## src/rtl/shifter_pkg.sv

```systemverilog
// Shared types and helpers for the iterative shifter and its single-step datapath.
package shifter_pkg;

  typedef enum logic [1:0] {
    SH_LOGIC = 2'b00,
    SH_ARITH = 2'b01,
    SH_ROT   = 2'b10,
    SH_RSVD  = 2'b11
  } sh_mode_t;

  typedef enum logic [1:0] {
    ST_IDLE,
    ST_SHIFT,
    ST_DONE
  } sh_state_t;

  localparam logic SH_RIGHT = 1'b0;
  localparam logic SH_LEFT  = 1'b1;

  // Largest per-cycle shift ever requested: amounts never exceed WIDTH-1.
  function automatic int max_step(input int width, input int step);
    return (step < width) ? step : width - 1;
  endfunction

endpackage

```

## src/rtl/shift_step.sv

```systemverilog
// Combinational single-step shifter (0..STEP bits) with fill and per-step overflow.
// Rotation is built only when ITERATIVE_SHIFTER_ROTATE_EN is defined.
module shift_step
  import shifter_pkg::*;
#(
  parameter int WIDTH = 32,
  parameter int STEP  = 1,
  localparam int MAX_S = max_step(WIDTH, STEP),
  localparam int SW    = $clog2(MAX_S + 1)
) (
  input  logic [WIDTH-1:0] i_data,
  input  logic             i_dir,
  input  sh_mode_t         i_mode,
  input  logic             i_sign,
  input  logic [SW-1:0]    i_amt,
  output logic [WIDTH-1:0] o_data,
  output logic             o_ovf
);

  logic             w_arith;
  logic [WIDTH-1:0] w_res [MAX_S+1];
  logic             w_ovf [MAX_S+1];

  assign w_arith  = (i_mode == SH_ARITH);
  assign w_res[0] = i_data;
  assign w_ovf[0] = 1'b0;

  genvar gi;
  generate
    for (gi = 1; gi <= MAX_S; gi++) begin : g_amt
      logic [gi-1:0] w_rfill;
      logic [gi-1:0] w_lfill;
`ifdef ITERATIVE_SHIFTER_ROTATE_EN
      logic w_rot;
      assign w_rot   = (i_mode == SH_ROT);
      assign w_rfill = w_rot ? i_data[gi-1:0] : (w_arith ? {gi{i_sign}} : '0);
      assign w_lfill = w_rot ? i_data[WIDTH-1 -: gi] : '0;
`else
      assign w_rfill = w_arith ? {gi{i_sign}} : '0;
      assign w_lfill = '0;
`endif
      assign w_res[gi] = (i_dir == SH_LEFT) ? {i_data[WIDTH-1-gi:0], w_lfill}
                                            : {w_rfill, i_data[WIDTH-1:gi]};
      // Bits that will pass through the MSB during this step must all match the original sign.
      assign w_ovf[gi] = (i_dir == SH_LEFT) && w_arith &&
                         (|(i_data[WIDTH-2 -: gi] ^ {gi{i_sign}}));
    end
  endgenerate

  always_comb begin
    o_data = w_res[0];
    o_ovf  = w_ovf[0];
    for (int k = 1; k <= MAX_S; k++) begin
      if (i_amt == SW'(k)) begin
        o_data = w_res[k];
        o_ovf  = w_ovf[k];
      end
    end
  end

endmodule

```

## src/rtl/iterative_shifter.sv

```systemverilog
// Multi-cycle shifter: STEP bits per clock, Done pulse, sticky arithmetic-left overflow.
// Optional rotate mode is enabled by defining ITERATIVE_SHIFTER_ROTATE_EN.
module iterative_shifter
  import shifter_pkg::*;
#(
  parameter int WIDTH = 32,
  parameter int STEP  = 1,
  parameter int AMT_W = $clog2(WIDTH)
) (
  input  logic             Clk,
  input  logic             Rst,
  input  logic             Start,
  input  logic             Sh_dir,
  input  logic [1:0]       Sh_mode,
  input  logic [AMT_W-1:0] Sh_amt,
  input  logic [WIDTH-1:0] D_in,
  output logic             Busy,
  output logic             Done,
  output logic [WIDTH-1:0] D_out,
  output logic             Ovf
);

  localparam int MAX_S = max_step(WIDTH, STEP);
  localparam int SW    = $clog2(MAX_S + 1);

  sh_state_t        r_state;
  sh_mode_t         r_mode;
  logic [WIDTH-1:0] r_work;
  logic [AMT_W-1:0] r_rem;
  logic             r_dir;
  logic             r_sign;
  logic             r_ovf_acc;
  logic             r_busy;
  logic             r_done;
  logic [WIDTH-1:0] r_dout;
  logic             r_ovf;

  logic [SW-1:0]    w_s;
  logic             w_last;
  logic [WIDTH-1:0] w_step_data;
  logic             w_step_ovf;

  always_comb begin
    w_s    = (int'(r_rem) > MAX_S) ? SW'(MAX_S) : SW'(r_rem);
    w_last = (r_rem == AMT_W'(w_s));
  end

  shift_step #(
    .WIDTH (WIDTH),
    .STEP  (STEP)
  ) u_step (
    .i_data (r_work),
    .i_dir  (r_dir),
    .i_mode (r_mode),
    .i_sign (r_sign),
    .i_amt  (w_s),
    .o_data (w_step_data),
    .o_ovf  (w_step_ovf)
  );

  always_ff @(posedge Clk or posedge Rst) begin
    if (Rst) begin
      r_state   <= ST_IDLE;
      r_mode    <= SH_LOGIC;
      r_work    <= '0;
      r_rem     <= '0;
      r_dir     <= SH_RIGHT;
      r_sign    <= 1'b0;
      r_ovf_acc <= 1'b0;
      r_busy    <= 1'b0;
      r_done    <= 1'b0;
      r_dout    <= '0;
      r_ovf     <= 1'b0;
    end else begin
      r_done <= 1'b0;
      case (r_state)
        ST_SHIFT: begin
          r_work    <= w_step_data;
          r_rem     <= r_rem - AMT_W'(w_s);
          r_ovf_acc <= r_ovf_acc | w_step_ovf;
          if (w_last) begin
            r_state <= ST_DONE;
            r_busy  <= 1'b0;
          end
        end
        default: begin
          // Results are committed on the edge that leaves DONE, so a new request can overlap it.
          if (r_state == ST_DONE) begin
            r_done <= 1'b1;
            r_dout <= r_work;
            r_ovf  <= r_ovf_acc;
          end
          if (Start) begin
            r_work    <= D_in;
            r_dir     <= Sh_dir;
            r_mode    <= sh_mode_t'(Sh_mode);
            r_rem     <= Sh_amt;
            r_sign    <= D_in[WIDTH-1];
            r_ovf_acc <= 1'b0;
            if (Sh_amt == '0) begin
              r_state <= ST_DONE;
              r_busy  <= 1'b0;
            end else begin
              r_state <= ST_SHIFT;
              r_busy  <= 1'b1;
            end
          end else begin
            r_state <= ST_IDLE;
          end
        end
      endcase
    end
  end

  assign Busy  = r_busy;
  assign Done  = r_done;
  assign D_out = r_dout;
  assign Ovf   = r_ovf;

endmodule

```

## config.mk

```make
export PLATFORM = sky130hd
export DESIGN_NAME = iterative_shifter
export DESIGN_NICKNAME = d
export VERILOG_FILES = /design/src/rtl/shifter_pkg.sv /design/src/rtl/shift_step.sv /design/src/rtl/iterative_shifter.sv
export SDC_FILE = /design/constraint.sdc
export NUM_CORES = 1
export LEC_CHECK = 0
export CORE_MARGIN = 2
export CORE_UTILIZATION = 40
export CTS_CLUSTER_SIZE = 16
export DETAILED_ROUTE_END_ITERATION = 12
export PLACE_DENSITY = 0.66
export SLEW_MARGIN = 25
export SYNTH_ARGS = -nofsm -noshare
export SYNTH_HDL_FRONTEND = slang
export SYNTH_SLANG_ARGS = --single-unit
```

## constraint.sdc

```tcl
create_clock -name Clk -period 3.2 [get_ports Clk]
set_input_delay 0.64 -clock Clk [delete_from_list [all_inputs] [get_ports Clk]]
set_output_delay 0.64 -clock Clk [all_outputs]
set_load 0.05 [all_outputs]
```

; Word level (Yosys, flattened, before mapping)
; Index checks and enable logic that the tools add are counted.
; W data, S select, Z words.
[totals]
reg_bits = 79
in_bits = 43
out_inout_bits = 35
[op_classes]
addsub = 1
n_lt_le_gt_ge = 1
eq_ne = 6
muxes = 21
bitwise_logic = 3
n_reduce_logical = 8
[ops]
columns = op, n
row1 = $mux W32, 4
row2 = $mux W1, 11
row3 = $mux W5, 2
row4 = $mux W2, 4
row5 = $reduce_and A2 Y1, 4
row6 = $eq A5 B1 Y1, 1
row7 = $gt A5 B1 Y1 const B, 1
row8 = $logic_not A5 Y1, 1
row9 = $sub A5 B1 Y5, 1
row10 = $eq A2 B1 Y1 const B, 2
row11 = $ne A2 B2 Y1 const B, 2
row12 = $eq A2 B2 Y1 const B, 1
row13 = $logic_and A1 B1 Y1, 2
row14 = $reduce_bool A2 Y1, 1
row15 = $not A1 Y1, 1
row16 = $or A1 B1 Y1, 1
row17 = $xor A1 B1 Y1, 1

; Logic depth before layout (Yosys ltp)
[depth]
depth_word = 6
depth_mapped = 7
depth_no_buf = 7

; Modules after synthesis
; A second synthesis with hierarchy kept.
[hier_totals]
cells_unflattened = 386
area_unflattened_um2 = 4161.5
[modules_own_cells]
columns = module, n_inst, cells_each, area_per_inst_um2, seq_area_each_um2
row1 = iterative_shifter, 1, 275, 3430.8, 1976.9
row2 = shift_step, 1, 111, 730.7, 0.0

; Worst setup path after synthesis
; Ideal clock, no wire load.
[synth_timing]
path_kind = input to register
startpoint = in Start
endpoint = reg r_dir
setup_time_ps = 125
arrival_time_ps = 1490
required_time_ps = 3075
path_slack_ps = 1585
path_stages = 3
n_path_buf = 1
path_cell_list = clkbuf_1 nand2_1 mux2_2
[synth_via]
elab_chain_cells = 1
[synth_lines]
columns = item, line_no
row1 = from (decl), iterative_shifter.sv:12  ; input logic Start,
row2 = $reduce_and A2 Y1 (no line), --
row3 = to (signal assigned), iterative_shifter.sv:95  ; r_dir <= Sh_dir;
row4 = to (decl), iterative_shifter.sv:30  ; logic r_dir;
; No other way between the ends.
; A chain may end at the register's enable or synchronous reset.

; Worst setup path after layout
[layout_timing]
startpoint = reg r_dout[31] (netlist: D_out[31])
endpoint = out D_out[31]
[layout_lines]
columns = item, line_no
row1 = from (decl), iterative_shifter.sv:35  ; logic [WIDTH-1:0] r_dout;
row2 = from (signal assigned), iterative_shifter.sv:90  ; r_dout <= r_work;
row3 = to (decl), iterative_shifter.sv:19  ; output logic [WIDTH-1:0] D_out,
; No word-level cell between the ends.

==> results_dict.tcl <==
set metrics [dict create \
    grt_pass1_vias 2667 \
    dr.pass1.iters 5 \
    async_reset_ff_frac 1.00 \
    fill_cells 833 \
    setup_viol 0 \
    fin_util 0.524 \
    period_minus_slack_ns 2.16 \
    cts_setup_buffers 0 \
    max_stage_delay_ns 0.81 \
    vias 2731 \
    p_total_mw 5.15 \
    htree_levels 3 \
    finalCritPeriodShare 0.675 \
    syn_nets 396 \
    drt-initial-drc-count 76 \
    ff2ff_setup_slack_ns 1.20 \
    p_leak_nw 2.15 \
    areaGrowthSynthToFinish_pct 28.5 \
    r2r_start "r_rem[4]$_DFFE_PP0P_" \
    ff_latch_area_um2 1980 \
    antenna_cells 0 \
    grt_pass1_wl_um 12800 \
    clock_skew_ns 0.00822 \
    hp-class "flip-flop to flip-flop" \
    cts_tree "yes" \
    num_rows 35 \
    hold_end "D_out[24]$_DFFE_PP0P_" \
    vdd_drop_max_v 0.000478 \
    status "complete, no violations" \
    slew_headroom 0.348 \
    synthesis.area_um2 3730 \
    grt_usage 0.160 \
    synth-seq-cells 79 \
    root_buffer "clkbuf_8" \
    numCtsBuffers 9 \
    startpoint_type "flip-flop" \
    setup-tns-final_ns 0 \
    gp_congestion 0.883 \
    critPathTopFamily "buffers and inverters" \
    die_h_um 101 \
    via_per_inst 5.10 \
    dieArea_um2 10100 \
    whs_path_depth 1 \
    place_ws_ns 0.795 \
    syn_inst 351 \
    cts_resized 0 \
    clock_sinks 79 \
    post-route-drc-count 0 \
    ys_types 38 \
    r2r_cells 4 \
    io-pin-count 78 \
    clock.fmax_mhz 463 \
    synth_ff_type "dfrtp_1" \
    cp_max_fo 2 \
    yosysTopAreaCell "dfrtp_1" \
    ys_seq_area_frac 0.529 \
    intPower_mw 2.93 \
    synth_area_leaders "dfrtp_1 (53%), mux2_2 (11%), mux2i_1 (8.3%)" \
    pwr-share-comb 0.473 \
    fin_nets 465 \
    powerDensity_nw_per_um2 1070 \
    tightest_slew_ns 0.978 \
    path_clk_slew_ns 0.07 \
    netSwitchingPower_mw 2.22 \
    clk_path_buf_depth 2 \
    syn_avg_cell_area_um2 10.6 \
    drive_gt1_frac 0.153 \
    yosysWarnings 0 \
    clkPwrFrac 0.157 \
    p_seq_frac 0.370 \
    wirelength_um 7720 \
    die_x_um 101 \
    drv_cap 0 \
    core-area_um2 9150 \
    switching_share 0.431 \
    r2r_end "r_work[25]$_DFFE_PP0P_" \
    critPathKind "flip-flop to output port" \
    multi_input_area_um2 1610 \
    timing.hold.ws_ns 0.507 \
    synth-edff-count 0 \
    antenna_found_initial 0 \
    fin_ws_ns 1.04 \
    slowest_stage "clkdlybuf4s50_1" \
    worstPathArrival_ns 1.52 \
    initial_core_util 0.408 \
    grt_max_degree 43 \
    clock_latency_ns 0.34 \
    rsz0062_at_grt "no" \
    portBuffers 77 \
    final_antenna_net_count 0 \
    cp-end-kind "output port" \
    cts_hold_buf 0 \
    critPathRequiredTime_ns 2.56 \
    wl_per_cell_um 14.4 \
    cp_num_buf_inv 1 \
    grt_overflow 0 \
    synth_top_area_share 0.529 \
    hpwl_um 5370 \
    hold_viol 0 \
    slew_violations 0 \
    hold_path_startpoint "D_out[24]$_DFFE_PP0P_" \
    path_cells "clkdlybuf4s50_1" \
]
==> worst max path at each step <==
stage | from | to | slack, ns | depth (start not counted)
finish | D_out[31]$_DFFE_PP0P_ | D_out[31] | 1.04 | 1
global route | D_out[11]$_DFFE_PP0P_ | D_out[11] | 1.0 | 1
CTS | D_out[9]$_DFFE_PP0P_ | D_out[9] | 1.01 | 1
detailed placement | Start | r_work[25]$_DFFE_PP0P_ | 0.79 | 4
global placement | Start | r_work[24]$_DFFE_PP0P_ | 0.86 | 4
floorplan | Rst | Busy$_DFFE_PP0P_ | 0.54 | 1
==> cells in the mapped netlist (2+ instances only) <==
cell      instances
dfrtp_1          79
nor3_1            4
ha_1              2
a21oi_1          34
o21ai_0          33
clkbuf_2          2
o21ai_1           3
nand2_1          40
buf_6             4
buf_2             9
clkbuf_1          9
inv_1             4
nor2_1           35
nand3_1           3
mux2_2           37
mux2i_1          31
==> routing by layer <==
layer  up-vias  track usage  wire (um)
met4         0       0.0601         91
met2        61        0.257       3610
li1       1356            -          -
met3         8       0.0284        291
met5         -            0          0
met1      1306        0.216       3730
==> cell usage in the layout (no fill, tap or decap), types with 2 or more instances in the layout <==
cell type,n
ha_1,2
inv_1,3
o21ai_1,3
nor3_1,4
clkdlybuf4s50_1,77
nand3_1,3
a21oi_1,34
nand2_1,40
bufinv_16,2
dfrtp_1,78
clkbuf_8,10
o21ai_0,33
buf_12,2
nor2_1,35
mux2_2,37
mux2i_1,31
buf_4,3
clkinv_2,4
==> cell type report <==
| class | count | share of cell area |
|---|---|---|
| Multi-Input combinational cell | 244 | 0.336 |
| Clock inverter | 6 | 0.0175 |
| Clock buffer | 10 | 0.0287 |
| Sequential cell | 79 | 0.412 |
| Tap cell | 111 | 0.0289 |
| Inverter | 4 | 0.00339 |
| Timing Repair Buffer | 82 | 0.174 |
==> sequential cells by signal, indices dropped and copies added (netlist names) <==
| name | flops |
|---|---|
| r_dir | 1 |
| Done | 1 |
| r_sign | 1 |
| r_state | 2 |
| r_work | 32 |
| Busy | 1 |
| r_mode | 2 |
| r_rem | 5 |
| D_out | 32 |
| Ovf | 1 |
| r_ovf_acc | 1 |
==> per-stage QoR <==
step | instance area [um2] | std cells
finish | 4800 | 536
detailed placement | 4580 | 520
CTS | 4800 | 536
floorplan | 3730 | 351
global placement | 4580 | 520
global route | 4800 | 536
==> cells by family (layout without fill, tap and decap cells) <==
logic type,after synthesis,count (layout),synth area share
muxes,68,68,0.195
adders and majority gates,2,2,0.00670
DFF,79,79,0.529
buffers and inverters,28,102,0.0399
AOI/OAI and AO/OA,79,79,0.116
xor gates and xnor gates,1,1,0.00235
and+or+nand+nor,94,94,0.111
==> power groups by stage <==
stage               combinational [mW]  clock (mW)  sequential (mW)
floorplan                         1.37           0             2.32
global placement                  2.39           0             1.91
detailed placement                2.45           0             1.93
CTS                               2.46       0.834             1.91
global route                      2.66       0.878             1.98
finish                            2.43       0.809             1.90
Note: power is estimated with default switching activity, not from simulation.
